--- src/rtl/road_sensor_encoder.sv ---
// Per-road vehicle occupancy counter feeding a debounced 3-bit thermometer
// crowd code (EMPTY/LESS/MORE/FULL) for the four-road light controller.
module road_sensor_encoder #(
  parameter int CNT_W     = 6,
  parameter int MAX_COUNT = 63,
  parameter int LESS_TH   = 1,
  parameter int MORE_TH   = 8,
  parameter int FULL_TH   = 16,
  parameter int HOLD      = 4
) (
  input  logic       clock,
  input  logic       clear,
  input  logic [3:0] arr,
  input  logic [3:0] dep,
  output logic [2:0] S1,
  output logic [2:0] S2,
  output logic [2:0] S3,
  output logic [2:0] S4,
  output logic [3:0] level_chg,
  output logic [3:0] err
);

  localparam logic [CNT_W-1:0] MAX_C  = CNT_W'(MAX_COUNT);
  localparam logic [CNT_W-1:0] LESS_C = CNT_W'(LESS_TH);
  localparam logic [CNT_W-1:0] MORE_C = CNT_W'(MORE_TH);
  localparam logic [CNT_W-1:0] FULL_C = CNT_W'(FULL_TH);
  localparam logic [7:0]       HOLD_C = 8'(HOLD);

  // Thermometer mapping of an occupancy count; only the four legal codes.
  function automatic logic [2:0] crowd_code(input logic [CNT_W-1:0] c);
    if (c >= FULL_C)      crowd_code = 3'b111;
    else if (c >= MORE_C) crowd_code = 3'b011;
    else if (c >= LESS_C) crowd_code = 3'b001;
    else                  crowd_code = 3'b000;
  endfunction

  logic [CNT_W-1:0] cnt_p0  [4];
  logic [CNT_W-1:0] cnt_nxt [4];
  logic [3:0]       err_hit;

  logic [2:0] raw     [4];
  logic [2:0] s_p1    [4];
  logic [2:0] cand_p1 [4];
  logic [7:0] hc_p1   [4];
  logic [2:0] s_nxt   [4];
  logic [2:0] cand_nxt[4];
  logic [7:0] hc_nxt  [4];
  logic [3:0] upd;

  // Saturating up/down count; a blocked step flags an error instead.
  always_comb begin
    err_hit = '0;
    for (int i = 0; i < 4; i++) begin
      cnt_nxt[i] = cnt_p0[i];
      if (arr[i] && !dep[i]) begin
        if (cnt_p0[i] == MAX_C) err_hit[i] = 1'b1;
        else                    cnt_nxt[i] = cnt_p0[i] + CNT_W'(1);
      end else if (dep[i] && !arr[i]) begin
        if (cnt_p0[i] == '0) err_hit[i] = 1'b1;
        else                 cnt_nxt[i] = cnt_p0[i] - CNT_W'(1);
      end
    end
  end

  // Stage 0: occupancy counters and sticky error flags.
  always_ff @(posedge clock) begin
    if (clear) begin
      for (int i = 0; i < 4; i++) cnt_p0[i] <= '0;
      err <= '0;
    end else begin
      for (int i = 0; i < 4; i++) cnt_p0[i] <= cnt_nxt[i];
      err <= err | err_hit;
    end
  end

  // Hold filter: a new level must persist HOLD evaluations before it is shown.
  always_comb begin
    upd = '0;
    for (int i = 0; i < 4; i++) begin
      raw[i]      = crowd_code(cnt_p0[i]);
      s_nxt[i]    = s_p1[i];
      cand_nxt[i] = cand_p1[i];
      hc_nxt[i]   = hc_p1[i];
      if (raw[i] == s_p1[i]) begin
        cand_nxt[i] = s_p1[i];
        hc_nxt[i]   = 8'd0;
      end else if (raw[i] != cand_p1[i]) begin
        cand_nxt[i] = raw[i];
        hc_nxt[i]   = 8'd1;
        if (HOLD_C == 8'd1) begin
          s_nxt[i] = raw[i];
          upd[i]   = 1'b1;
        end
      end else if (hc_p1[i] + 8'd1 == HOLD_C) begin
        s_nxt[i]  = raw[i];
        hc_nxt[i] = 8'd0;
        upd[i]    = 1'b1;
      end else begin
        hc_nxt[i] = hc_p1[i] + 8'd1;
      end
    end
  end

  // Stage 1: debounced codes, filter state and one-cycle change pulses.
  always_ff @(posedge clock) begin
    if (clear) begin
      for (int i = 0; i < 4; i++) begin
        s_p1[i]    <= 3'b000;
        cand_p1[i] <= 3'b000;
        hc_p1[i]   <= 8'd0;
      end
      level_chg <= '0;
    end else begin
      for (int i = 0; i < 4; i++) begin
        s_p1[i]    <= s_nxt[i];
        cand_p1[i] <= cand_nxt[i];
        hc_p1[i]   <= hc_nxt[i];
      end
      level_chg <= upd;
    end
  end

  assign S1 = s_p1[0];
  assign S2 = s_p1[1];
  assign S3 = s_p1[2];
  assign S4 = s_p1[3];

endmodule
--- config.mk ---
export PLATFORM = sky130hd
export DESIGN_NAME = road_sensor_encoder
export DESIGN_NICKNAME = d
export VERILOG_FILES = /design/src/rtl/road_sensor_encoder.sv
export SDC_FILE = /design/constraint.sdc
export NUM_CORES = 1
export LEC_CHECK = 0
export BUFFER_PORTS_ARGS = -buffer_cell sky130_fd_sc_hd__buf_4
export CORE_ASPECT_RATIO = 1.75
export CORE_UTILIZATION = 25
export DETAILED_ROUTE_END_ITERATION = 7
export GPL_ROUTABILITY_DRIVEN = 0
export SLEW_MARGIN = 20
export SYNTH_ARGS = -nofsm -noshare
export SYNTH_HDL_FRONTEND = slang
export SYNTH_SLANG_ARGS = --single-unit
export TNS_END_PERCENT = 50
--- constraint.sdc ---
create_clock -name clock -period 6.5 [get_ports clock]
set_clock_uncertainty 0.1 [all_clocks]
set_input_delay 0.975 -clock clock [delete_from_list [all_inputs] [get_ports clock]]
set_output_delay 0.975 -clock clock [all_outputs]
set_load 0.02 [all_outputs]
==> flow_summary.json, run 1 <==
{
  "slowest_delay_ns": 0.65,
  "antenna_cells": 0,
  "drive_gt1_frac": 0.137,
  "syn_avg_cell_area_um2": 8.66,
  "ys_warn_count": 0,
  "cts_buffer_depth": 2,
  "cts_resized": 0,
  "synth_simple_gate_area_frac": 0.235,
  "max_freq_mhz": 363,
  "place_area_um2": 5030,
  "crit_arrival_ns": 2.86,
  "ys.flop_type": "dfxtp_1",
  "pin_count": 30,
  "syn_area_um2": 4600,
  "grt_max_degree": 56,
  "preCtsSetupSlack_ns": 3.38,
  "synth_seq_area_share": 0.383,
  "synth_xor_area_frac": 0.114,
  "vdd_drop_max_uv": 139,
  "hpwlAfterDp_um": 6720,
  "synth_compound_area_frac": 0.115,
  "fillers": 1959,
  "grt.total_usage": 0.104,
  "design_area_um2": 5360,
  "hp-class": "reg2reg",
  "route.vias.total": 3607,
  "drv_cap": 0,
  "cp.required_ns": 6.60,
  "setup_viol": 0,
  "synth_top_family_by_area": "simple AND/OR/NAND/NOR gates",
  "dieHeight_um": 181,
  "dp.cells": 774,
  "htreeDepth": 3,
  "cp_top_family": "compound AO/OA/AOI/OAI gates",
  "synthCells": 531,
  "muxShareOfSynthArea": 0.0427,
  "synthAdderAreaFrac": 0.0653,
  "fin_setup_tns_ns": 0,
  "final_cells": 790,
  "clk_latency_ns": 0.34,
  "synth_async_sr_flop_share": 0,
  "via_per_inst": 4.57,
  "hold_buffers": 0,
  "overflow": 0,
  "fin_crit_sh": 0.424,
  "mostFrequentLayoutCells": "91 x nor2_1, 88 x dfxtp_1, 34 x xnor2_1",
  "crit_path_start_kind": "input port",
  "cts_setup_buffers": 0,
  "final_common_cell": "nor2_1",
  "syn_nets": 565,
  "crit_chain": "buf_4 -> ha_1 -> and4_2 -> a221oi_1 -> o221ai_1 -> xnor2_1 -> nor2_1",
  "powerDensity_nw_per_um2": 431,
  "clkTransAtPathRegs_ns": 0.07,
  "routed_wl_um": 9180,
  "rsz0062_at_grt": "no",
  "core_um2": 18100,
  "antenna_found_initial": 0,
  "fin_ws_ns": 3.75,
  "cts_buffers": 9,
  "path_class": "in2reg",
  "wl_per_cell_um": 11.6,
  "hold_viol": 0,
  "cts.sinks": 88,
  "outcome": "finished clean",
  "drtIter0Drc": 125,
  "period_minus_slack_ns": 2.75,
  "rows": 65,
  "max-slew-margin-rel": 0.523,
  "die_area_um2": 19000,
  "nNetsFinal": 585,
  "ant_nets": 0,
  "cellLeakagePower_nw": 2.06,
  "cts-root-buf": "clkbuf_16",
  "crit_buf_inv": 1,
  "ys_ff_latch": 88,
  "cts_tree": "done",
  "portBuffers": 29,
  "slowest_stage": "a221oi_1",
  "synth_cell_types": 59,
  "cp-end-kind": "flip-flop",
  "area_delta_synth_final_pct": 16.4,
  "synth_edf_count": 0,
  "drc_errors": 0,
  "initial_utilization": 0.255,
  "worst_pin_slew_ns": 0.715,
  "grt_pass1_wl_um": 16200,
  "grt_pass1_vias": 3656,
  "critPathMaxFanout": 8,
  "die_x_um": 105,
  "drv_slew": 0,
  "firstDrtPassIters": 4
}
==> Yosys cell counts, drive strengths merged, types with 3 or more instances <==
cell type	count	area share
o22ai	4	0.0054
o31ai	3	0.0049
mux2	13	0.032
nor2	91	0.074
a211oi	16	0.027
xor2	26	0.049
or4	3	0.0049
or3	5	0.0082
clkbuf	15	0.012
buf	5	0.0057
nand3	23	0.025
ha	24	0.065
xnor2	34	0.065
nand4	5	0.0068
or2	4	0.0054
a21oi	14	0.015
and2	5	0.0068
nor4b	4	0.011
o211ai	9	0.015
inv	33	0.027
nor3	16	0.017
o21ai	13	0.016
dfxtp	88	0.38
mux2i	5	0.011
nand2	19	0.016
a221oi	3	0.0057
and3	9	0.013
nor4	7	0.0095
nor2b	10	0.014
or4b	5	0.012
==> state kept, by name, summed over array words and instances (netlist names) <==
name	count
cand_p1	12
cnt_p0	24
err	4
hc_p1	32
level_chg	4
s_p1	12
==> through the flow <==
step                 util  power [mW]  hold WS [ns]
finish              0.297        2.31         0.352
floorplan               -        1.58         0.360
global placement    0.279        1.76         0.337
detailed placement  0.279        1.76         0.343
CTS                 0.297        2.34         0.354
global route        0.297        2.51         0.374
==> kinds of logic after synthesis <==
group,count (synthesis)
flops,88
mux,18
compound gates,75
simple gates,213
fa+ha+maj,24
xor+xnor,60
buf+inv,53
==> report_power, final <==
group	switching [mW]	internal [mW]	leakage, nW
registers	0.146	0.655	0.717
clock network	0.225	0.340	0.153
logic	0.512	0.428	1.19
total	0.883	1.42	2.06
==> worst paths after layout <==
path | slack [ns] | to | from | depth (start not counted)
setup / recovery | 3.75 | cnt_p0[3][5]$_SDFFE_PP0P_ | arr[3] | 7
hold / removal | 0.35 | err[1]$_SDFF_PP0_ | err[1]$_SDFF_PP0_ | 2
setup reg to reg | 3.82 | s_p1[3][0]$_SDFFE_PP0P_ | cnt_p0[3][1]$_SDFFE_PP0P_ | 7
hold reg to reg | 0.35 | err[1]$_SDFF_PP0_ | err[1]$_SDFF_PP0_ | 2
==> area by class of cell <==
cell class              count  area (um^2)  area share
clock inverters             7          101      0.0189
well taps                 234          293      0.0547
multi-input cells         390         2630       0.492
repair buffers             29          218      0.0407
flip-flops and latches     88         1760       0.329
inverters                  33          124      0.0231
clock buffers               9          225      0.0421
==> worst min-delay path: stages, from the launching register on <==
cell	delay, ns
dfxtp_1	0.31
inv_1	0.05
a21oi_1	0.05
==> routing by layer <==
layer,wire length [um],vias up,GRT usage
met4,208,0,0.0509
met2,5000,34,0.200
met1,3740,1689,0.106
met5,0,-,0
met3,226,16,0.0183
li1,-,1868,-
No activity file was read; power rests on OpenSTA's default activity.
==> inputs of run 2 (changes only) <==
Clock period 6.5 ns to 2.8 ns, I/O delays scaled along.
==> flow_summary.json, run 2 (same netlist as run 1, synthesis figures left out) <==
{
  "hpwlAfterDp_um": 7050,
  "cts_buffer_depth": 2,
  "path_class": "reg2reg",
  "drv_cap": 0,
  "slowest_delay_ns": 0.49,
  "drc_errors": 0,
  "rsz0062_at_grt": "no",
  "cp-end-kind": "flip-flop",
  "grt_pass1_vias": 3680,
  "crit_chain": "inv_1 -> ha_1 -> or4b_4 -> or3_4 -> a2111oi_2 -> o21ai_2 -> mux2_1",
  "hold_buffers": 0,
  "cts.sinks": 88,
  "outcome": "finished clean",
  "nNetsFinal": 591,
  "cts_buffers": 9,
  "core_um2": 18100,
  "antenna_cells": 0,
  "cts_tree": "done",
  "fin_setup_tns_ns": 0,
  "drt-met1-wl_um": 3640,
  "worst_pin_slew_ns": 0.674,
  "die_x_um": 105,
  "overflow": 0,
  "dieHeight_um": 181,
  "firstDrtPassIters": 4,
  "rows": 65,
  "slowest_stage": "or4b_4",
  "mostFrequentLayoutCells": "91 x nor2_1, 88 x dfxtp_1, 35 x buf_4",
  "die_area_um2": 19000,
  "critPathMaxFanout": 4,
  "clk_latency_ns": 0.35,
  "setup_viol": 0,
  "max-slew-margin-rel": 0.549,
  "drtIter0Drc": 107,
  "htreeDepth": 3,
  "drive_gt1_frac": 0.146,
  "vdd_drop_max_uv": 314,
  "cellLeakagePower_nw": 2.10,
  "cts_resized": 0,
  "reg2reg_setup_slack_ns": 0.21,
  "grt_pass1_wl_um": 16300,
  "regMostFlops": "hc_p1",
  "area_delta_synth_final_pct": 17.6,
  "fin_crit_sh": 0.924,
  "design_area_um2": 5410,
  "drv_slew": 0,
  "hold_viol": 0,
  "antenna_found_initial": 0,
  "ant_nets": 0,
  "max_freq_mhz": 387,
  "via_per_inst": 4.59,
  "grt.total_usage": 0.107,
  "initial_utilization": 0.255,
  "place_area_um2": 5070,
  "highest_layer": "met4",
  "crit_arrival_ns": 2.72,
  "clkTransAtPathRegs_ns": 0.07,
  "wl_met3_um": 247,
  "dr_wl_met2_um": 5390,
  "route.vias.total": 3657,
  "powerDensity_nw_per_um2": 1010,
  "crit_path_start_kind": "flip-flop",
  "grt_max_degree": 30,
  "routed_wl_um": 9500,
  "cts_setup_buffers": 0,
  "cts-root-buf": "clkbuf_16",
  "hp-class": "in2reg",
  "largest_reg_flops": 32,
  "portBuffers": 29,
  "top_regs": "hc_p1: 32 flops, cnt_p0: 24 flops",
  "final_common_cell": "nor2_1",
  "final_util": 0.300,
  "pin_count": 30,
  "cp.required_ns": 2.93,
  "wl_per_cell_um": 11.9,
  "period_minus_slack_ns": 2.59
}
## run 2: cell count changes in the layout (fill, tap and decap cells not counted), sizes merged
cell,change
clkinvlp,-1
buf,+6
clkbuf,+1
## run 2: metrics by stage
stage	power, mW	hold WS, ns	cells	worst slack (ns)
6_report	5.45	0.345	796	0.214
3_3_place_gp	4.11	0.343	780	0.257
5_1_grt	5.91	0.352	796	0.0734
4_1_cts	5.54	0.335	796	0.184
3_5_place_dp	4.14	0.354	780	0.207
2_1_floorplan	3.66	0.360	531	0.333
## run 2: power breakdown
group / internal, mW / leakage [nW] / switching [mW]
Combinational: 1.04 / 1.22 / 1.21
Clock: 0.821 / 0.163 / 0.545
Sequential: 1.52 / 0.717 / 0.321
Total: 3.38 / 2.10 / 2.08
## run 2: layer usage
| layer | vias up | track usage |
|---|---|---|
| li1 | 1883 | - |
| met1 | 1731 | 0.0967 |
| met2 | 31 | 0.213 |
| met3 | 12 | 0.0248 |
| met4 | 0 | 0.0566 |
| met5 | - | 0 |
## run 2: layout make-up
class | instances | area, um^2
Multi-Input combinational cell | 390 | 2630
Clock buffer | 10 | 239
Inverter | 33 | 124
Tap cell | 234 | 293
Timing Repair Buffer | 35 | 263
Sequential cell | 88 | 1760
Clock inverter | 6 | 98.8
Fill cell | 1960 | 12600
## run 2: final timing paths
check | end | from | cells past startpoint
setup / recovery | s_p1[3][0]$_SDFFE_PP0P_ | cnt_p0[3][1]$_SDFFE_PP0P_ | 7
hold / removal | err[0]$_SDFF_PP0_ | dep[0] | 4
setup reg to reg | s_p1[3][0]$_SDFFE_PP0P_ | cnt_p0[3][1]$_SDFFE_PP0P_ | 7
hold reg to reg | err[1]$_SDFF_PP0_ | err[1]$_SDFF_PP0_ | 2
## run 2: critical path: cells and delay by family (launching register included)
family | cells | cell delay, ns
flip-flops | 1 | 0.35
adder cells (fa/ha/maj) | 1 | 0.19
AND/OR/NAND/NOR | 2 | 0.84
AO/OA/AOI/OAI | 2 | 0.59
multiplexers | 1 | 0.33
buffers and inverters | 1 | 0.09
